--- config.mk ---
export PLATFORM = sky130hd
export DESIGN_NAME = rs232_transmitter
export DESIGN_NICKNAME = d
export VERILOG_FILES = /design/src/rtl/rs232_pkg.sv /design/src/rtl/baud_tick.sv /design/src/rtl/rs232_transmitter.sv
export SDC_FILE = /design/constraint.sdc
export NUM_CORES = 1
export LEC_CHECK = 0
export ABC_AREA = 1
export CORE_ASPECT_RATIO = 1.2
export CORE_MARGIN = 4
export CORE_UTILIZATION = 30
export CTS_BUF_LIST = sky130_fd_sc_hd__clkbuf_8
export CTS_CLUSTER_SIZE = 10
export DETAILED_ROUTE_END_ITERATION = 7
export DONT_BUFFER_PORTS = 1
export HOLD_SLACK_MARGIN = 0.15
export PLACE_DENSITY = 0.47
export SLEW_MARGIN = 25
export SYNTH_ARGS = -nofsm -noshare
export SYNTH_HDL_FRONTEND = slang
export SYNTH_SLANG_ARGS = --single-unit
--- constraint.sdc ---
create_clock -name clk -period 4.7 [get_ports clk]
set_clock_uncertainty 0.15 [all_clocks]
set_input_delay 0.47 -clock clk [delete_from_list [all_inputs] [get_ports clk]]
set_output_delay 0.47 -clock clk [all_outputs]
set_load 0.05 [all_outputs]
--- src/rtl/rs232_pkg.sv ---
// Purpose: shared RS232 definitions (state encoding, data width, default bit period) for TX and RX.
// Latency: n/a, declarations only.
// Backpressure: n/a.
package rs232_pkg;

   localparam int DATA_BITS           = 8;
   localparam int DEFAULT_CLK_DIVIDER = 5208;   // 9600 baud at 50 MHz

   typedef enum logic [1:0] {
      ST_IDLE  = 2'd0,
      ST_START = 2'd1,
      ST_DATA  = 2'd2,
      ST_STOP  = 2'd3
   } tx_state_t;

endpackage

--- src/rtl/baud_tick.sv ---
// Purpose: bit-period timer, counts 0..CLK_DIVIDER-1 and flags the last cycle of each bit.
// Latency: tick is combinational from the count register; clear takes effect on the next edge.
// Backpressure: none; free-running unless clear is held.
// Ports: clk, rst (async active-high), clear (hold count at 0),
//        tick (count == CLK_DIVIDER-1), count (current position inside the bit).
module baud_tick
   import rs232_pkg::*;
#(
   parameter int CLK_DIVIDER = DEFAULT_CLK_DIVIDER
) (
   input  logic        clk,
   input  logic        rst,
   input  logic        clear,
   output logic        tick,
   output logic [15:0] count
);

   localparam logic [15:0] LAST = 16'(CLK_DIVIDER - 1);

   logic [15:0] r_count;

   always_ff @(posedge clk or posedge rst) begin
      if (rst) begin
         r_count <= '0;
      end else if (clear || tick) begin
         r_count <= '0;
      end else begin
         r_count <= r_count + 16'd1;
      end
   end

   assign tick  = (r_count == LAST);
   assign count = r_count;

endmodule

--- src/rtl/rs232_transmitter.sv ---
// Purpose: 8N1 UART transmitter with a one-byte holding register for gap-free back-to-back frames.
// Latency: byte accepted at edge N, start bit on the line after edge N+1; frame lasts 10*CLK_DIVIDER cycles.
// Backpressure: data_ready low while the holding register is full; it is a flop, never combinational from data_valid.
// Ports: clk, rst (async active-high), data_in/data_valid/data_ready (byte handshake),
//        tx (serial line, idle high), busy (frame in progress), tx_done (last cycle of stop bit).
module rs232_transmitter
   import rs232_pkg::*;
#(
   parameter int CLK_DIVIDER = DEFAULT_CLK_DIVIDER
) (
   input  logic                 clk,
   input  logic                 rst,
   input  logic [DATA_BITS-1:0] data_in,
   input  logic                 data_valid,
   output logic                 data_ready,
   output logic                 tx,
   output logic                 busy,
   output logic                 tx_done
);

   // tx_done is registered, so it is armed one cycle before the stop bit ends.
   localparam logic [15:0] PRE_LAST = 16'(CLK_DIVIDER - 2);
   localparam logic [2:0]  LAST_BIT = 3'(DATA_BITS - 1);

   tx_state_t            r_state;
   logic [DATA_BITS-1:0] r_hold;
   logic                 r_hold_full;
   logic [DATA_BITS-1:0] r_shift;
   logic [2:0]           r_bit_idx;
   logic                 r_tx;
   logic                 r_busy;
   logic                 r_tx_done;

   logic                 w_clear;
   logic                 w_tick;
   logic [15:0]          w_count;
   logic                 w_load;

   // Timer parked at 0 while idle so the start bit gets a full period.
   assign w_clear = (r_state == ST_IDLE);

   baud_tick #(.CLK_DIVIDER(CLK_DIVIDER)) u_baud_tick (
      .clk   (clk),
      .rst   (rst),
      .clear (w_clear),
      .tick  (w_tick),
      .count (w_count)
   );

   // The held byte moves to the shifter from IDLE or at the very end of STOP.
   assign w_load = r_hold_full &&
                   ((r_state == ST_IDLE) || ((r_state == ST_STOP) && w_tick));

   // Holding register; a load and a write never coincide because data_ready is low while full.
   always_ff @(posedge clk or posedge rst) begin
      if (rst) begin
         r_hold      <= '0;
         r_hold_full <= 1'b0;
      end else if (w_load) begin
         r_hold_full <= 1'b0;
      end else if (data_valid && !r_hold_full) begin
         r_hold      <= data_in;
         r_hold_full <= 1'b1;
      end
   end

   always_ff @(posedge clk or posedge rst) begin
      if (rst) begin
         r_state   <= ST_IDLE;
         r_shift   <= '0;
         r_bit_idx <= '0;
         r_tx      <= 1'b1;
         r_busy    <= 1'b0;
         r_tx_done <= 1'b0;
      end else begin
         r_tx_done <= 1'b0;
         case (r_state)
            ST_IDLE: begin
               r_tx   <= 1'b1;
               r_busy <= 1'b0;
               if (w_load) begin
                  r_shift <= r_hold;
                  r_state <= ST_START;
                  r_tx    <= 1'b0;
                  r_busy  <= 1'b1;
               end
            end
            ST_START: begin
               if (w_tick) begin
                  r_state   <= ST_DATA;
                  r_bit_idx <= '0;
                  r_tx      <= r_shift[0];
               end
            end
            ST_DATA: begin
               if (w_tick) begin
                  r_shift   <= r_shift >> 1;
                  r_bit_idx <= r_bit_idx + 3'd1;
                  if (r_bit_idx == LAST_BIT) begin
                     r_state <= ST_STOP;
                     r_tx    <= 1'b1;
                  end else begin
                     // Next bit is shift[1] before this edge's shift lands.
                     r_tx <= r_shift[1];
                  end
               end
            end
            ST_STOP: begin
               if (w_count == PRE_LAST) begin
                  r_tx_done <= 1'b1;
               end
               if (w_tick) begin
                  if (w_load) begin
                     r_shift <= r_hold;
                     r_state <= ST_START;
                     r_tx    <= 1'b0;
                  end else begin
                     r_state <= ST_IDLE;
                     r_busy  <= 1'b0;
                  end
               end
            end
            default: begin
               r_state <= ST_IDLE;
               r_tx    <= 1'b1;
               r_busy  <= 1'b0;
            end
         endcase
      end
   end

   assign data_ready = !r_hold_full;
   assign tx         = r_tx;
   assign busy       = r_busy;
   assign tx_done    = r_tx_done;

endmodule
==> impl_metrics.csv, run 1 <==
group,metric,value,unit
final_layout,layout-drive-gt1-share,13.6,%
global_routing,track_usage,10.7,%
worst_setup_path,cpMostUsedCell,"nand2_1",
timing,finalCritPeriodShare,48.4,%
placed_design,dp_hpwl,3.05,mm
clock_tree,clock_path_buffers,2,
worst_setup_path,cp.buffers_inverters,1,
logic_synthesis,synth_cell_type_count,30,
final_layout,fin_nets,293,
floorplanning,rows,33,
placed_design,pre_cts_ws,2.44,ns
placed_design,port_buffers,0,
worst_setup_path,cp.arrival,2.35,ns
logic_synthesis,synth_warnings,0,
pwr,powerDensity,555,nW/µm²
worst_setup_path,cpLargestDelayFamily,"simple AND/OR/NAND/NOR gates",
global_routing,grt_start_max_net_pins,42,
logic_synthesis,syn_area_per_cell,8.18,µm²
final_layout,nFillCells,726,
final_layout,multi_input_area,1010,µm²
worst_setup_path,critical_path_required,4.78,ns
drt,drt-initial-drc-count,69,
timing,maxSlewViolCount,0,
worst_setup_path,cp_max_fo,18,
floorplanning,die-height,101,µm
timing,max_clock_freq,440,MHz
global_routing,antenna_found_initial,0,
final_layout,antenna_cells,0,
outcome,status,"finished, final reports clean",
logic_synthesis,synth_sequential_area_ratio,47.2,%
job,cap_violations,0,
logic_synthesis,syn_area,2170,µm²
placed_design,gp_congestion,0.761,
clock_tree,cts_max_level,2,
pwr,p_leak,0.00116,µW
clock_tree,cts_resized,0,
timing,hold_viol_final,0,
final_layout,post-route-util,34.5,%
clock_tree,post-cts-setup-buffers,0,
floorplanning,die_x,85.7,µm
logic_synthesis,ys_ff_latch,41,
final_layout,final_area,2390,µm²
timing,worst_slew_pin_slew,0.543,ns
clock_tree,cts_sinks,41,
floorplanning,num_io_pins,15,
timing,fin_ws,2.43,ns
timing,setup_tns,0,ns
timing,setup_viol,0,
worst_setup_path,worstPathCellList,"inv_1, ha_1, nor2_1, nand2_1, a21boi_0, nor2_1, o21ai_1, nand2_1, nand2_1",
timing,rsz0062_at_grt,"false",
drt,via_per_inst,4.44,
pwr,ir_drop,0.000258,V
drt,drc_errors,0,
clock_tree,cts_tree,"built",
drt,first_pass_iters,4,
clock_tree,cts_buffers,5,
timing,relSlewSlack,63.8,%
global_routing,first_global_vias,1586,
worst_setup_path,cp-end-kind,"flip-flop",
worst_setup_path,crit_path_max_incr_delay,0.51,ns
worst_setup_path,crit_slowest_cell,"ha_1",
drt,drt-total-wl,4.14,mm
floorplanning,core,6940,µm²
placed_design,post_dp_cell_area,2270,µm²
floorplanning,dieArea,8680,µm²
floorplanning,initial_core_util,31.3,%
global_routing,grt_pass1_wl,7.41,mm
drt,dr_total_vias,1598,
clock_tree,clkTransAtPathRegs,0.08,ns
worst_setup_path,critPathLaunchType,"flip-flop",
clock_tree,clk_latency,0.28,ns
clock_tree,root_buffer,"clkbuf_8",
final_layout,syn2layout_area_growth,10.1,%
hold_path,hold_class,"in2reg",
logic_synthesis,synthCells,266,
final_layout,seq_area,1030,µm²
worst_setup_path,critPathKind,"reg2reg",
clock_tree,hold_buffers,2,
logic_synthesis,synth_nets,287,
global_routing,overflow,0,
drt,ant_nets,0,
timing,min_period,2.27,ns
drt,post_drt_wl_per_cell,11.5,µm
[cells by family after synthesis]
| family | after synthesis | share of synthesized area, % |
|---|---|---|
| and+or+nand+nor | 138 | 29.5 |
| DFF | 41 | 47.2 |
| buffers and inverters | 37 | 6.50 |
| AOI/OAI and AO/OA | 36 | 9.21 |
| adders and majority gates | 10 | 5.75 |
| xor gates and xnor gates | 2 | 0.806 |
| muxes | 2 | 1.04 |
[synthesized netlist by cell type]
cell type | instances | area share (%)
nor2_1 | 32 | 5.5
a21oi_1 | 15 | 3.5
nand3_2 | 1 | 0.46
nor2_2 | 4 | 1.2
nand2_1 | 66 | 11
inv_1 | 26 | 4.5
a21oi_4 | 1 | 0.75
ha_1 | 10 | 5.8
nor3b_1 | 2 | 0.69
nor2_4 | 3 | 1.6
nand4_1 | 1 | 0.29
buf_2 | 2 | 0.46
o21ai_0 | 15 | 3.5
clkbuf_1 | 2 | 0.35
o31ai_1 | 1 | 0.35
nand3_1 | 14 | 3.2
nor3_1 | 5 | 1.2
o21ai_1 | 1 | 0.23
nand2_2 | 4 | 1.2
nand2_4 | 5 | 2.6
o22ai_1 | 1 | 0.29
xnor2_1 | 1 | 0.40
a21boi_0 | 1 | 0.35
xor2_1 | 1 | 0.40
dfstp_2 | 1 | 1.2
inv_2 | 7 | 1.2
dfrtp_1 | 40 | 46
nor4_1 | 1 | 0.29
mux2_2 | 2 | 1.0
o21a_1 | 1 | 0.35
[power by group]
group / total (µW) / internal, µW / switching, µW
clock: 248 / 133 / 116
combinational: 535 / 179 / 356
sequential: 544 / 459 / 85.4
[per-layer routing]
| layer | vias up | routed length (µm) | global-route usage (%) |
|---|---|---|---|
| li1 | 852 | - | - |
| met3 | 0 | 155 | 3.09 |
| met5 | - | 0 | 0 |
| met2 | 22 | 2080 | 18.6 |
| met1 | 724 | 1900 | 13.0 |
| met4 | 0 | 0 | 2.56 |
[layout by cell type, fill, tap and decap left out, types with 2 or more instances in the layout]
cell,synthesis,routed
nand2_2,4,4
nor2_2,4,4
ha_1,10,10
a21oi_1,15,15
dlygate4sd3_1,0,2
inv_2,7,7
nor3_1,5,5
nor2_4,3,3
nand3_1,14,14
o21ai_0,15,15
nand2_4,5,5
nor3b_1,2,2
nor2_1,32,32
inv_1,26,25
clkbuf_8,0,7
nand2_1,66,66
dfrtp_1,40,40
mux2_2,2,2
[final timing paths]
| kind | startpoint | endpoint | slack, ns | depth (start not counted) |
|---|---|---|---|---|
| setup / recovery | r_state[0] | r_state[0] | 2.43 | 9 |
| hold reg to reg | r_shift[0] | r_shift[0] | 0.33 | 2 |
| hold / removal | data_in[6] | r_hold[6] | 0.18 | 1 |
| max in group asynchronous | rst | tx | 3.42 | 3 |
| setup reg to reg | r_state[0] | r_state[0] | 2.43 | 9 |
| min in group asynchronous | rst | u_baud_tick.count[6] | 0.60 | 3 |
[state kept, by name, indices dropped and copies added, names as in the netlist]
register / flops
r_hold: 8
r_shift: 8
r_bit_idx: 3
r_state: 2
u_baud_tick.count: 16
tx_done: 1
r_hold_full: 1
busy: 1
tx: 1
[area by class of cell]
class                   instances  share of cell area [%]
flip-flops and latches         41                    42.9
multi-input cells             188                    42.0
inverters                      33                    5.17
well taps                      87                    4.55
clock buffers                   7                    4.02
repair buffers                  3                    1.15
clock inverters                 1                   0.209
[per-stage QoR]
step / total power, µW / hold slack, ns / std cells
after floorplan: 984 / 0.292 / 266
after global placement: 1100 / 0.307 / 350
after detailed placement: 1100 / 0.310 / 350
after CTS: 1360 / 0.169 / 360
after global routing: 1470 / 0.170 / 360
final: 1330 / 0.181 / 360
Power figures use the tool's default switching activity.
==> inputs of run 2 (changes only) <==
--- a/config.mk
+++ b/config.mk
@@ -14,7 +14,7 @@
 export DETAILED_ROUTE_END_ITERATION = 7
 export DONT_BUFFER_PORTS = 1
 export HOLD_SLACK_MARGIN = 0.15
-export PLACE_DENSITY = 0.47
+export PLACE_DENSITY = 0.48
 export SLEW_MARGIN = 25
 export SYNTH_ARGS = -nofsm -noshare
 export SYNTH_HDL_FRONTEND = slang
==> constraint.sdc (replaced) <==
create_clock -name clk -period 1.9 [get_ports clk]
set_clock_uncertainty 0.15 [all_clocks]
set_input_delay 0.19 -clock clk [delete_from_list [all_inputs] [get_ports clk]]
set_output_delay 0.19 -clock clk [all_outputs]
set_load 0.05 [all_outputs]
==> run 2 against run 1 <==
  * Hold slack better by 0.043 ns
  * Non-clock buffer count increased by 21
  * Clock power grew to 2.8 times the previous value
  * Cell count grew 5.6%
  * Power rose to 2.7 times the previous value
  * First-iteration DRC count down 51%
  * Count of clock-buffer cells in the layout decreased by 2
  * Maximum frequency up 30%
  * Sequential cell count unchanged
  * Cell area rose by 8.7%
  * Wire length increased by 2.8%
==> impl_metrics.csv, run 2 (synthesis gave the netlist of run 1 again) <==
group,metric,value,unit
placed_design,gp_congestion,0.770,
worst_setup_path,cp-end-kind,"flip-flop",
timing,finalCritPeriodShare,92.1,%
floorplanning,initial_core_util,31.3,%
drt,first_pass_iters,4,
clock_tree,cts_sinks,41,
timing,max_clock_freq,572,MHz
global_routing,grt_busiest_layer,"met2",
job,cap_violations,0,
global_routing,grt_start_max_net_pins,42,
floorplanning,rows,33,
timing,hold_ws,0.224,ns
timing,min_period,1.75,ns
clock_tree,clk_latency,0.29,ns
worst_setup_path,cp_max_fo,6,
drt,drc_errors,0,
pwr,pwr-share-clk,19.0,%
worst_setup_path,critPathKind,"reg2reg",
drt,drt-total-wl,4.26,mm
placed_design,dp_hpwl,3.17,mm
clock_tree,clock_path_buffers,2,
final_layout,fin_nets,314,
placed_design,port_buffers,0,
drt,ant_nets,0,
global_routing,groute.layer.met1.usage,12.8,%
floorplanning,num_io_pins,15,
floorplanning,core,6940,µm²
pwr,p_switching,1440,µW
worst_setup_path,crit_end,"r_state[1]",
final_layout,largest_register_ffs,16,
pwr,p_leak,0.00126,µW
timing,fin_ws,0.151,ns
timing,rsz0062_at_grt,"false",
worst_setup_path,reg2reg_depth,8,
global_routing,first_global_vias,1708,
timing,relSlewSlack,67.3,%
timing,maxSlewViolCount,0,
global_routing,overflow,0,
worst_setup_path,r2r_slack,0.15,ns
pwr,p_sw_share,40.0,%
final_layout,layout-drive-gt1-share,18.1,%
final_layout,syn2layout_area_growth,19.7,%
hold_path,hold_class,"in2async",
worst_setup_path,cp-startpoint,"r_state[0]",
final_layout,final_common_cell,"nand2_1",
global_routing,antenna_found_initial,0,
clock_tree,cts_max_level,2,
pwr,combPwrFrac,43.6,%
final_layout,antenna_cells,0,
timing,worst_slew_pin_slew,0.491,ns
drt,post_drt_wl_per_cell,11.2,µm
pwr,ir_drop,0.000617,V
global_routing,track_usage,10.7,%
global_routing,use_met2,18.1,%
floorplanning,dieArea,8680,µm²
clock_tree,cts_buffers,5,
pwr,seqPwrFrac,37.4,%
worst_setup_path,critPathLaunchType,"flip-flop",
timing,setup_viol,0,
timing,hold_viol_final,0,
drt,via_per_inst,4.48,
clock_tree,clkTransAtPathRegs,0.08,ns
floorplanning,die-height,101,µm
outcome,status,"finished, final reports clean",
global_routing,grt_pass1_wl,7.60,mm
pwr,internal_power,2160,µW
clock_tree,cts_tree,"built",
drt,dr_total_vias,1703,
clock_tree,root_buffer,"clkbuf_8",
final_layout,mostFrequentLayoutCells,"nand2_1, dfrtp_1, nor2_1",
pwr,powerDensity,1390,nW/µm²
drt,drt-initial-drc-count,34,
worst_setup_path,reg2reg_from,"r_state[0]",
worst_setup_path,critical_path_required,1.92,ns
placed_design,pre_cts_ws,-0.0619,ns
worst_setup_path,r2r_end,"r_state[1]",
worst_setup_path,cp.arrival,1.77,ns
floorplanning,die_x,85.7,µm
final_layout,nFillCells,725,
global_routing,grt_use_met3,2.85,%
## run 2: layout make-up
cell class,count,area (µm²),area share [%]
multi-input combinational,188,1020,39.2
sequential,41,1030,39.5
clock buffer,5,68.8,2.64
inverter,33,124,4.76
clock inverter,2,35.0,1.35
timing repair buffer,24,218,8.37
tap,87,109,4.18
## run 2: timing repair
| item | 4_1_cts | 5_1_grt |
|---|---|---|
| endpoints found under the hold margin | 50 | 0 |
| pin swaps | 1 | 2 |
| hold buffers | 10 | 0 |
| resized for setup | 1 | 5 |
| setup endpoints to repair | 1 | 10 |
| buffers inserted | 1 | 1 |
## run 2: through the flow
stage	util (%)	TNS (ns)	cells	instance area, µm²	power [µW]
floorplan	-	0	266	2170	2430
global placement	34.1	0	361	2370	2880
detailed placement	34.1	-0.0619	361	2370	2890
CTS	37.2	0	379	2580	3640
global route	37.5	0	380	2600	3950
finish	37.5	0	380	2600	3610
## run 2: routing by layer
metal  wire length [µm]  vias up
met5                  0        -
met4                110        0
met3                120       12
met2               2070       22
met1               1950      775
li1                   -      894
## run 2: worst min path at each step
stage                     from                    end  depth (start not counted)
floorplan           data_valid            r_hold_full                          1
global placement           rst              r_hold[2]                          2
detailed placement         rst              r_hold[2]                          2
CTS                        rst  u_baud_tick.count[14]                          3
global route               rst              r_hold[2]                          3
finish                     rst  u_baud_tick.count[14]                          3
## run 2: worst max-delay path: stages, from the launching register on
cell      delay (ns)
dfrtp_2         0.42
inv_1           0.09
ha_1            0.26
nor2_2          0.15
nand2_1         0.06
a21boi_2        0.17
nor2_1          0.14
buf_4           0.14
o21ai_0         0.06
## run 2: power groups by stage
stage          registers [µW]  logic (µW)  clock network, µW
2_1_floorplan            1330        1110                  0
3_3_place_gp             1370        1510                  0
3_5_place_dp             1370        1530                  0
4_1_cts                  1350        1570                720
5_1_grt                  1380        1820                748
6_report                 1350        1570                684
==> inputs of run 3 (changes only) <==
--- a/config.mk
+++ b/config.mk
@@ -6,15 +6,15 @@
 export NUM_CORES = 1
 export LEC_CHECK = 0
 export ABC_AREA = 1
+export ABC_CLOCK_PERIOD_IN_PS = 1900
 export CORE_ASPECT_RATIO = 1.2
 export CORE_MARGIN = 4
-export CORE_UTILIZATION = 30
+export CORE_UTILIZATION = 55
 export CTS_BUF_LIST = sky130_fd_sc_hd__clkbuf_8
-export CTS_CLUSTER_SIZE = 10
 export DETAILED_ROUTE_END_ITERATION = 7
 export DONT_BUFFER_PORTS = 1
 export HOLD_SLACK_MARGIN = 0.15
-export PLACE_DENSITY = 0.48
+export PLACE_DENSITY = 0.76
 export SLEW_MARGIN = 25
 export SYNTH_ARGS = -nofsm -noshare
 export SYNTH_HDL_FRONTEND = slang
==> run 3 against run 2 <==
  * Sequential cell count unchanged
  * Via count decreased by 0.47%
  * Hold slack improved by 0.092 ns
  * Wire length decreased by 3.0%
  * Die area decreased by 42%
  * Worst setup slack got worse by 0.039 ns
  * Non-clock buffer count decreased by 2
  * Core utilization increased by 31 points
  * Maximum frequency decreased by 2.2%
  * Critical path type unchanged
  * Sequential share of layout area increased by 0.77 points
  * Power increased by 1.4%
==> impl_metrics.csv, run 3 (synthesis gave the netlist of run 1 again) <==
group,metric,value,unit
timing,setup_tns,0,ns
worst_setup_path,cp-end-kind,"flip-flop",
timing,hold_viol_final,0,
clock_tree,cts_sinks,41,
pwr,ir_drop,0.000877,V
floorplanning,die_x,65.4,µm
worst_setup_path,cp_max_fo,6,
drt,post_drt_wl_per_cell,12.0,µm
final_layout,nFillCells,319,
final_layout,antenna_cells,0,
clock_tree,cts_buffers,5,
clock_tree,clkTransAtPathRegs,0.08,ns
clock_tree,clock_path_buffers,2,
clock_tree,root_buffer,"clkbuf_8",
clock_tree,clk_latency,0.29,ns
placed_design,dp_hpwl,2.89,mm
final_layout,layout-drive-gt1-share,17.5,%
timing,finalCritPeriodShare,94.1,%
global_routing,grt_use_met3,3.65,%
final_layout,seq_area,1030,µm²
final_layout,syn2layout_area_growth,17.4,%
worst_setup_path,critPathKind,"reg2reg",
global_routing,use_met2,29.9,%
timing,maxSlewViolCount,0,
drt,dr_total_vias,1695,
timing,setup_viol,0,
global_routing,track_usage,18.0,%
drt,drt-initial-drc-count,99,
timing,max_clock_freq,559,MHz
drt,via_per_inst,4.93,
global_routing,antenna_found_initial,0,
floorplanning,rows,24,
final_layout,final_common_cell,"nand2_1",
global_routing,grt_start_max_net_pins,42,
global_routing,overflow,0,
drt,drc_errors,0,
timing,rsz0062_at_grt,"true",
timing,worst_slew_pin_slew,0.502,ns
final_layout,instances_no_fill,344,
final_layout,final_area,2550,µm²
worst_setup_path,critPathLaunchType,"flip-flop",
clock_tree,cts_tree,"built",
placed_design,placed_cells,323,
global_routing,groute.layer.met1.usage,21.8,%
floorplanning,num_io_pins,15,
timing,relSlewSlack,66.6,%
global_routing,grt_pass1_wl,7.06,mm
hold_path,hold_class,"in2async",
outcome,status,"finished, final reports clean",
timing,min_period,1.79,ns
placed_design,post_dp_cell_area,2290,µm²
worst_setup_path,cp.arrival,1.84,ns
final_layout,fin_nets,312,
global_routing,grt_busiest_layer,"met2",
drt,ant_nets,0,
floorplanning,die-height,76.9,µm
clock_tree,cts_max_level,2,
drt,first_pass_iters,4,
drt,drt-total-wl,4.13,mm
floorplanning,initial_core_util,58.4,%
placed_design,gp_congestion,0.823,
placed_design,port_buffers,0,
floorplanning,core,3720,µm²
floorplanning,dieArea,5030,µm²
final_layout,multi_input_area,1030,µm²
pwr,powerDensity,1430,nW/µm²
worst_setup_path,critical_path_required,1.95,ns
final_layout,mostFrequentLayoutCells,"nand2_1, dfrtp_1, nor2_1",
global_routing,first_global_vias,1661,
job,cap_violations,0,
final_layout,largest_register_ffs,16,
pwr,p_leak,0.00126,µW
run 3: changes by cell type in the layout (fill, tap and decap cells not counted):
cell      change
clkinv_2      -1
clkinv_1      -1
buf_12        -1
buf_4         -1
inv_1         +2
nand2_8       +1
clkbuf_8      +1
nand2_4       -1
run 3: worst paths after layout:
kind / start / end / slack, ns / cells past startpoint
max: r_state[0] / r_state[1] / 0.11 / 9
min: rst / r_hold[1] / 0.32 / 3
max reg2reg: r_state[0] / r_state[1] / 0.11 / 9
min reg2reg: r_shift[3] / r_shift[3] / 0.33 / 2
max in group asynchronous: rst / r_state[0] / 0.91 / 3
min in group clk: r_shift[3] / r_shift[3] / 0.33 / 2
run 3: final cells by class:
cell class,instances,area share (%)
sequential,41,40.3
multi-input combinational,188,40.3
timing repair buffer,22,7.45
inverter,33,4.85
clock buffer,6,3.24
tap,52,2.55
clock inverter,2,1.32
run 3: worst max-delay path, cell delays in order (launching register included):
cell and delay [ns]:
dfrtp_2 0.41, inv_1 0.09, ha_1 0.26, nor2_2 0.14, nand2_1 0.05, a21boi_2 0.16
nor2_1 0.16, buf_4 0.15, nand2_1 0.05, o21ai_0 0.07
run 3: routing by layer:
| metal | up-vias | wire [µm] |
|---|---|---|
| li1 | 895 | - |
| met3 | 12 | 86 |
| met4 | 0 | 125 |
| met5 | - | 0 |
| met1 | 766 | 1750 |
| met2 | 22 | 2170 |
run 3: power by group:
part	internal, µW	leakage, µW	total [µW]	switching, µW
clock network	423	0.0000626	712	289
registers	1140	0.000518	1350	209
logic	633	0.000678	1600	964
total	2190	0.00126	3660	1460
run 3: stage by stage:
step                setup slack (ns)  total power (µW)  utilization (%)  hold WS [ns]
finish                         0.111              3660             68.5         0.317
floorplan                     0.0949              2430                -         0.157
global placement              0.0803              2770             61.5        0.0869
detailed placement           -0.0161              2810             61.5        0.0924
global route                 -0.0435              3970             68.5         0.355
CTS                           0.0165              3600             67.5         0.331
run 3: timing repair:
action / in CTS / in global routing
hold endpoints to repair: 50 / 0
setup buffers: 1 / 2
setup endpoints to repair: 2 / 10
hold buffers: 10 / 0
gates cloned: 0 / 0
resized for setup: 1 / 6
pin swaps: 1 / 2
